### src/rtl/uart_pkg.sv
// Shared definitions for the UART transmit subsystem: frame geometry and the
// arbiter state encoding.
package uart_pkg;

  // One data byte per frame; 8N1 framing adds one start and one stop bit.
  localparam int BYTE_W  = 8;
  localparam int FRAME_W = BYTE_W + 2;

  // Arbiter state encoding, fixed so other blocks can decode it.
  typedef enum logic [1:0] {
    ST_IDLE  = 2'd0,
    ST_ISSUE = 2'd1,
    ST_WAIT  = 2'd2
  } arb_state_t;

endpackage

### src/rtl/uart_tx_arbiter_rr_pick.sv
// Combinational round-robin picker: returns the first asserted request found
// scanning last+1, last+2, ... (mod NUM_REQ), plus a flag that any request is up.
module rr_pick #(
  parameter int NUM_REQ = 4,
  parameter int IDX_W   = $clog2(NUM_REQ)
) (
  input  logic [NUM_REQ-1:0] req,
  input  logic [IDX_W-1:0]   last,
  output logic [IDX_W-1:0]   winner,
  output logic               any_valid
);

  logic [IDX_W-1:0] cand;

  // Scan from farthest to nearest candidate so the nearest valid one wins.
  always_comb begin
    // NOTE: every variable written here gets a default first, so no path
    // leaves a value unassigned and no latch is inferred.
    winner    = '0;
    cand      = '0;
    any_valid = |req;
    for (int i = NUM_REQ; i >= 1; i--) begin
      cand = IDX_W'((int'(last) + i) % NUM_REQ);
      if (req[cand]) winner = cand;
    end
  end

endmodule

### src/rtl/uart_tx_arbiter.sv
// Round-robin arbiter sharing one 8N1 UART transmitter among NUM_REQ byte
// producers, with a watchdog that aborts a frame whose tx_done never arrives.
module uart_tx_arbiter
  import uart_pkg::*;
#(
  parameter int NUM_REQ = 4,
  parameter int DATA_W  = BYTE_W,
  parameter int TIMEOUT = 4095
) (
  input  logic                       clk,
  input  logic                       rst_n,
  input  logic [NUM_REQ-1:0]         req_valid,
  input  logic [NUM_REQ*DATA_W-1:0]  req_data,
  output logic [NUM_REQ-1:0]         req_ready,
  input  logic                       tx_busy,
  input  logic                       tx_done,
  output logic                       tx_start,
  output logic [DATA_W-1:0]          tx_data,
  output logic [$clog2(NUM_REQ)-1:0] grant_id,
  output logic                       busy,
  output logic                       timeout_err
);

  localparam int IDX_W = $clog2(NUM_REQ);
  localparam int CNT_W = $clog2(TIMEOUT + 1);

  arb_state_t       state, state_n;
  logic [IDX_W-1:0] last, last_n;
  logic [IDX_W-1:0] grant_n;
  logic [IDX_W-1:0] winner;
  logic             any_valid;
  logic [DATA_W-1:0] data_n;
  logic [CNT_W-1:0] count, count_n, count_inc;
  logic [NUM_REQ-1:0] ready_n;
  logic             start_n, terr_n, busy_n;

  rr_pick #(.NUM_REQ(NUM_REQ), .IDX_W(IDX_W)) u_pick (
    .req       (req_valid),
    .last      (last),
    .winner    (winner),
    .any_valid (any_valid)
  );

  // Watchdog increments but sticks at all-ones instead of wrapping.
  assign count_inc = (&count) ? count : count + CNT_W'(1);

  // Next-state and next-output decision; all outputs are registered below.
  always_comb begin
    state_n = state;
    last_n  = last;
    grant_n = grant_id;
    data_n  = tx_data;
    count_n = count;
    ready_n = '0;
    start_n = 1'b0;
    terr_n  = 1'b0;
    unique case (state)
      ST_IDLE: begin
        if (any_valid && !tx_busy) begin
          state_n = ST_ISSUE;
          grant_n = winner;
          data_n  = req_data[int'(winner)*DATA_W +: DATA_W];
          ready_n = NUM_REQ'(1) << winner;
          start_n = 1'b1;
          // Cleared on entry to ISSUE so the ISSUE cycle is itself counted and
          // the abort lands exactly TIMEOUT cycles after the start pulse.
          count_n = '0;
        end
      end
      ST_ISSUE: begin
        state_n = ST_WAIT;
        count_n = count_inc;
      end
      ST_WAIT: begin
        // tx_done is tested first so a completion on the abort cycle wins.
        if (tx_done) begin
          state_n = ST_IDLE;
          last_n  = grant_id;
        end else if (count == CNT_W'(TIMEOUT - 1)) begin
          state_n = ST_IDLE;
          last_n  = grant_id;
          terr_n  = 1'b1;
        end else begin
          count_n = count_inc;
        end
      end
      default: state_n = ST_IDLE;
    endcase
    busy_n = (state_n != ST_IDLE);
  end

  // State and output registers; reset drops any frame in flight.
  always_ff @(posedge clk or negedge rst_n) begin
    // NOTE: sequential state uses non-blocking assignments so every register
    // samples the pre-edge values regardless of statement order.
    if (!rst_n) begin
      state       <= ST_IDLE;
      last        <= IDX_W'(NUM_REQ - 1);
      grant_id    <= '0;
      tx_data     <= '0;
      count       <= '0;
      req_ready   <= '0;
      tx_start    <= 1'b0;
      timeout_err <= 1'b0;
      busy        <= 1'b0;
    end else begin
      state       <= state_n;
      last        <= last_n;
      grant_id    <= grant_n;
      tx_data     <= data_n;
      count       <= count_n;
      req_ready   <= ready_n;
      tx_start    <= start_n;
      timeout_err <= terr_n;
      busy        <= busy_n;
    end
  end

endmodule

### config.mk
export PLATFORM = sky130hd
export DESIGN_NAME = uart_tx_arbiter
export DESIGN_NICKNAME = d
export VERILOG_FILES = /design/src/rtl/uart_pkg.sv /design/src/rtl/uart_tx_arbiter_rr_pick.sv /design/src/rtl/uart_tx_arbiter.sv
export SDC_FILE = /design/constraint.sdc
export NUM_CORES = 1
export LEC_CHECK = 0
export ABC_AREA = 0
export ABC_CLOCK_PERIOD_IN_PS = 2600
export CORE_ASPECT_RATIO = 0.8
export CORE_MARGIN = 2
export CORE_UTILIZATION = 57
export CTS_CLUSTER_SIZE = 24
export DETAILED_ROUTE_END_ITERATION = 8
export DONT_BUFFER_PORTS = 1
export GPL_ROUTABILITY_DRIVEN = 0
export GPL_TIMING_DRIVEN = 0
export PLACE_DENSITY = 0.72
export SYNTH_ARGS = -nofsm -noshare
export SYNTH_HDL_FRONTEND = slang
export SYNTH_HIERARCHICAL = 1
export SYNTH_SLANG_ARGS = --single-unit
### constraint.sdc
create_clock -name clk -period 2.6 [get_ports clk]
set_clock_uncertainty 0.05 [all_clocks]
set_input_delay 0.52 -clock clk [delete_from_list [all_inputs] [get_ports clk]]
set_output_delay 0.52 -clock clk [all_outputs]
set_load 0.01 [all_outputs]
== Word level (Yosys, flattened, before mapping) ==
Cells that the tools add are included.
Word-level totals
  register bits after elaboration: 33
  input bits: 40
  output and inout port bits: 17
  word-level logic and storage cells: 67
Operators by class
  $add $sub $neg: 5
  magnitude comparators: 4
  equal/unequal tests: 6
  shift-type cells: 2
  muxes and demuxes: 30
  reductions and logical operators: 11
Operator list (number)
  $mux W12: 4
  $pmux W12 S3: 1
  $shiftx A32 B6 Y8: 1
  $mux W2: 9
  $add A12 B1 Y12 const B: 1
  $eq A12 B12 Y1 const B: 1
  $lt A2 B3 Y1 const B: 4
  $reduce_and A12 Y1: 1
  $mux W1: 9
  $bmux W1 S2: 4
  $mux W4: 2
  $ne A2 B2 Y1 const B: 3
  $pmux W2 S3: 1
  $add A2 B1 Y2 const B: 2
  $add A2 B2 Y2 const B: 2
  $reduce_and A2 Y1: 2
  $reduce_and A4 Y1: 1
  $reduce_bool A2 Y1: 2
  $reduce_or A4 Y1: 1
  $shl A1 B2 Y4 const A: 1
  $reduce_bool A3 Y1: 1
  $eq A2 B1 Y1 const B: 1
  $eq A2 B2 Y1 const B: 1
  $logic_not A2 Y1: 1
  other kinds (2): 2

== Depth between registers and ports, before layout ==
  depth in word-level cells: 10
  gate-level depth with buffers: 9
  gate-level depth less buffers: 7

== Hierarchy ==
The synthesis kept the hierarchy.
Modules (own cells, without submodules)
  uart_tx_arbiter: times used 1, cells an instance 175, area each 1868.0 sq um, sequential area each 828.3 sq um
  rr_pick: times used 1, cells an instance 14, area each 91.3 sq um, sequential area each 0.0 sq um

== Worst setup path after synthesis ==
Ideal clock, no wire load.
  path type: in2reg
  from: input req_valid[2]
  to: register tx_data[0]
  library setup time: 0.117 ns
  data arrival time: 1.902 ns
  required time: 2.433 ns
  slack: 0.531 ns
  cell stages on the path: 7
  path buffers: 1
  cells stage by stage: and2b_1 a21oi_2 o221ai_2 buf_2 mux4_2 nand2_1 nand2_1
Between the ends
  cells in the longest elaborated chain, start to end: 7
  elaborated cells between the ends (all ways): 16
  classes of those cells: 1 x shift; 12 x mux; 3 x reduce/logical
RTL lines
  from (decl): line uart_tx_arbiter.sv:12  | input logic [NUM_REQ-1:0] req_valid,
  $bmux W1 S2: line uart_tx_arbiter_rr_pick.sv:24  | if (req[cand]) winner = cand;
  $mux W1 (not written as such): line uart_tx_arbiter_rr_pick.sv:24
  $mux W2 (3 in series): line uart_tx_arbiter_rr_pick.sv:24
  $mux W2 (*): line uart_tx_arbiter_rr_pick.sv:24
  net winner[0]: line uart_tx_arbiter.sv:30  | logic [IDX_W-1:0] winner;
  $shiftx A32 B6 Y8 (*): line uart_tx_arbiter.sv:62  | data_n = req_data[int'(winner)*DATA_W +: DATA_W];
  to (signal assigned): line uart_tx_arbiter.sv:110  | tx_data <= data_n;
  to (decl): line uart_tx_arbiter.sv:18  | output logic [DATA_W-1:0] tx_data,
The timed path passes the listed nets; every way through them passes the cells marked *. The select of a mux whose other input is x is not followed.
A chain may end at the register's enable or synchronous reset.

== Worst setup path in the final report ==
  from: register state[1]
  to: register count[10]
Between the ends
  cells in the longest elaborated chain, start to end: 3
  elaborated cells between the ends (all ways): 9
  classes of those cells: 5 x eq/ne; 1 x mux; 3 x reduce/logical
RTL lines
  from (decl): line uart_tx_arbiter.sv:27  | arb_state_t state, state_n;
  from (signal assigned): line uart_tx_arbiter.sv:107  | state <= state_n;
  $eq A2 B2 Y1, or another cell as far along: line uart_tx_arbiter.sv:57  | unique case (state)
  $ne A2 B2 Y1 (no source line) or $reduce_bool A3 Y1 (tied branches)
  $reduce_and A4 Y1 (no source line)
  to (signal assigned): line uart_tx_arbiter.sv:111  | count <= count_n;
  to (decl): line uart_tx_arbiter.sv:33  | logic [CNT_W-1:0] count, count_n, count_inc;
Parallel ways exist; a longest one is shown, timed or not.

==> impl_results.md <==
* Status: completed
* Placement Rows at 19
* Most frequent cell after synthesis: nand2_1
* CTS Sinks at 33
* DRC viols at 0
* Clk Latency, worst-skew pair at 0.29 ns
* Worst Max-Slew Pin Slew at 0.490 ns
* Final hold vios at 0
* Top post-synthesis cells by area: dfrtp_1 40%, mux4_2 9.2%, nand2_1 7.7%
* Antenna violations before repair at 0
* Number of synthesized flops with an enable pin at 0
* CTS clk-pin slew, worst paths at 0.07 ns
* Tot GR Track Use at a little under a quarter
* Setup slack, reg-to-reg at 0.38 ns
* Nature of the critical path endpoint: flop
* Post-synth ARST share at 100%
* Largest net degree at the start of global routing at 32
* Synth Flop Type: dfrtp_1
* F_max at 450 MHz
* Post-route setup slack at 0.377 ns
* CTS H-tree lvls at 2
* Total Routed Length at ~4200 um
* WP data required at roughly 2.8 ns
* Max-Cap Viols at 0
* Ys Warns at 6
* CP Class: reg -> reg
* Total gr overflow at 0
* VDD IR max at roughly 610 uV
* Syn_nets at 235
* Setup repair bufs after CTS at 0
* CTS buffer count at 5
* P&R area growth vs syn at 9.64%
* First-pass iteration count of the detailed router at 4
* Max-slew violations at 0
* Critical Path AT at about 2.4 ns
* Register area share after synthesis at between 40% and 50%
* Dpl ws at 0.358 ns
* Buffers on Ports at 0
* Placed Cells at 231
* Final Non-Filler Cells at 240
* Mapped Area at 1960 um^2
* Layout cells sized above 1 at 17.2%
* Vias in the first global route at 1408
* Most frequent cells after synthesis: 40 x nand2_1, 31 x dfrtp_1, 12 x o21ai_0
* Initial Utilization at 58.5%
* CTS tree: built
* RSZ-0062 raised after global routing: false
* Cell taking the most area after synthesis: dfrtp_1
* Mean Syn Cell Area at 10.4 um^2
* DP Wirelength at 3030 um
* LEAKAGE at roughly 0.98 nW
* Mapped Cells at ~190
* Yosys top cell area share at between 30% and 40%
* Clock buffer depth at 2
* Synthesized flop and latch total at 33
* Final worst-path cycle share at 85.5%
* Die Y at 56.4 um
* Post-DRT Antenna Nets at 0
* Routed length per instance at 17.5 um
* Post-CTS sizing at 0
* Distinct cells, synth at 49
* # diodes at 0
* First-pass GRT wire length at ~6900 um
* Hold_buf cts at 1
* # setup viols final at 0
* Root Driver: clkbuf_8
* Rel. slew slack at 67.3%
* Cell area power density at between 1000 and 1500 nW/um^2
* Setup TNS at 0 ns
* Min-Delay Path Class: in -> async
* Number of vias per cell at 6.24
* Overall Power at ~2.2 mW
* Placeable Area at 3350 um^2
* Crit-path max FO at 9
* Vias after detailed routing at 1497
* Crit start category: flop
* Minimum clock period at around 2.2 ns
* Die footprint at approximately 4000 um^2
* Die Wd at 69.6 um
* Nets at 243
* Top Ports at between 50 and 60
* Iteration-0 DRC Markers at a little under 60
* Worst hold margin at around 0.0025 ns
[layout by cell type (no fill, tap or decap), types with 2 or more instances in the layout]
master | Yosys | layout
and4_1 | 3 | 3
buf_1 | 2 | 2
a31oi_1 | 4 | 4
clkbuf_8 | 0 | 6
nand2b_1 | 5 | 5
o31ai_1 | 2 | 2
o31ai_2 | 3 | 3
o21ai_0 | 12 | 12
a21oi_1 | 5 | 5
nor3_1 | 2 | 2
nand2_1 | 40 | 40
nor2_1 | 9 | 9
a41oi_1 | 2 | 2
inv_1 | 10 | 10
ha_1 | 6 | 6
and3_1 | 2 | 2
clkbuf_1 | 1 | 2
dfstp_2 | 2 | 2
o41ai_1 | 2 | 2
mux2_1 | 2 | 2
nand3_1 | 7 | 7
and2_1 | 3 | 3
dfrtp_1 | 31 | 31
mux4_2 | 8 | 8
[per-layer routing]
layer,GRT usage (%),up-vias,wire [um]
li1,-,702,-
met1,32.0,744,1920
met2,33.1,47,2000
met5,0,-,0
met4,10.9,0,42
met3,5.57,4,245
[report_power, final]
part / total (mW) / switching, mW / internal (mW) / leakage (nW)
logic: 0.845 / 0.492 / 0.354 / 0.496
registers: 0.848 / 0.180 / 0.668 / 0.430
clock network: 0.499 / 0.187 / 0.312 / 0.0585
total: 2.19 / 0.858 / 1.33 / 0.984
[metrics by stage]
stage	cell area [um^2]	utilization (%)
after floorplan	1960	-
after global placement	2010	60.0
after detailed placement	2010	60.0
after CTS	2150	64.1
after global routing	2150	64.1
final	2150	64.1
[worst max-delay path, stage by stage, from the launching register on]
cell      delay, ns
dfrtp_1        0.42
inv_1          0.08
ha_1           0.28
buf_4          0.16
nand2b_1       0.13
a21boi_4       0.24
nand4_2        0.18
or4b_1         0.54
nand3_1        0.08
[cells by family (layout without fill, tap and decap cells)]
logic type / after synthesis / after routing / synth area share (%)
buffers and inverters: 16 / 25 / 3.70
muxes: 11 / 11 / 10.9
DFF: 33 / 33 / 42.3
adders and majority gates: 6 / 6 / 3.83
and+or+nand+nor: 79 / 79 / 20.9
AOI/OAI and AO/OA: 44 / 44 / 18.4
[flip-flops by register name, summed over array words and instances, names as in the netlist]
name	cells
state	2
count	12
grant_id	2
tx_data	8
timeout_err	1
req_ready	4
busy	1
tx_start	1
last	2
[layout make-up]
cell class                 count  area [um^2]
fill                         255         1200
multi-input combinational    140         1060
sequential                    33          828
clock buffer                   7         86.3
tap                           42         52.6
inverter                      10         37.5
buffer                         6         35.0
clock inverter                 1         30.0
timing repair buffer           1         20.0
[final timing paths]
path | startpoint | depth (start not counted) | to
setup / recovery | state[1]$_DFF_PN0_ | 8 | count[10]$_DFFE_PN0P_
hold / removal | rst_n | 1 | tx_data[2]$_DFFE_PN0P_
setup reg to reg | state[1]$_DFF_PN0_ | 8 | count[10]$_DFFE_PN0P_
hold reg to reg | count[5]$_DFFE_PN0P_ | 1 | count[5]$_DFFE_PN0P_
max in group asynchronous | rst_n | 1 | state[1]$_DFF_PN0_
min in group clk | tx_done | 1 | timeout_err$_DFF_PN0_
(Power assumes the default switching activity.)
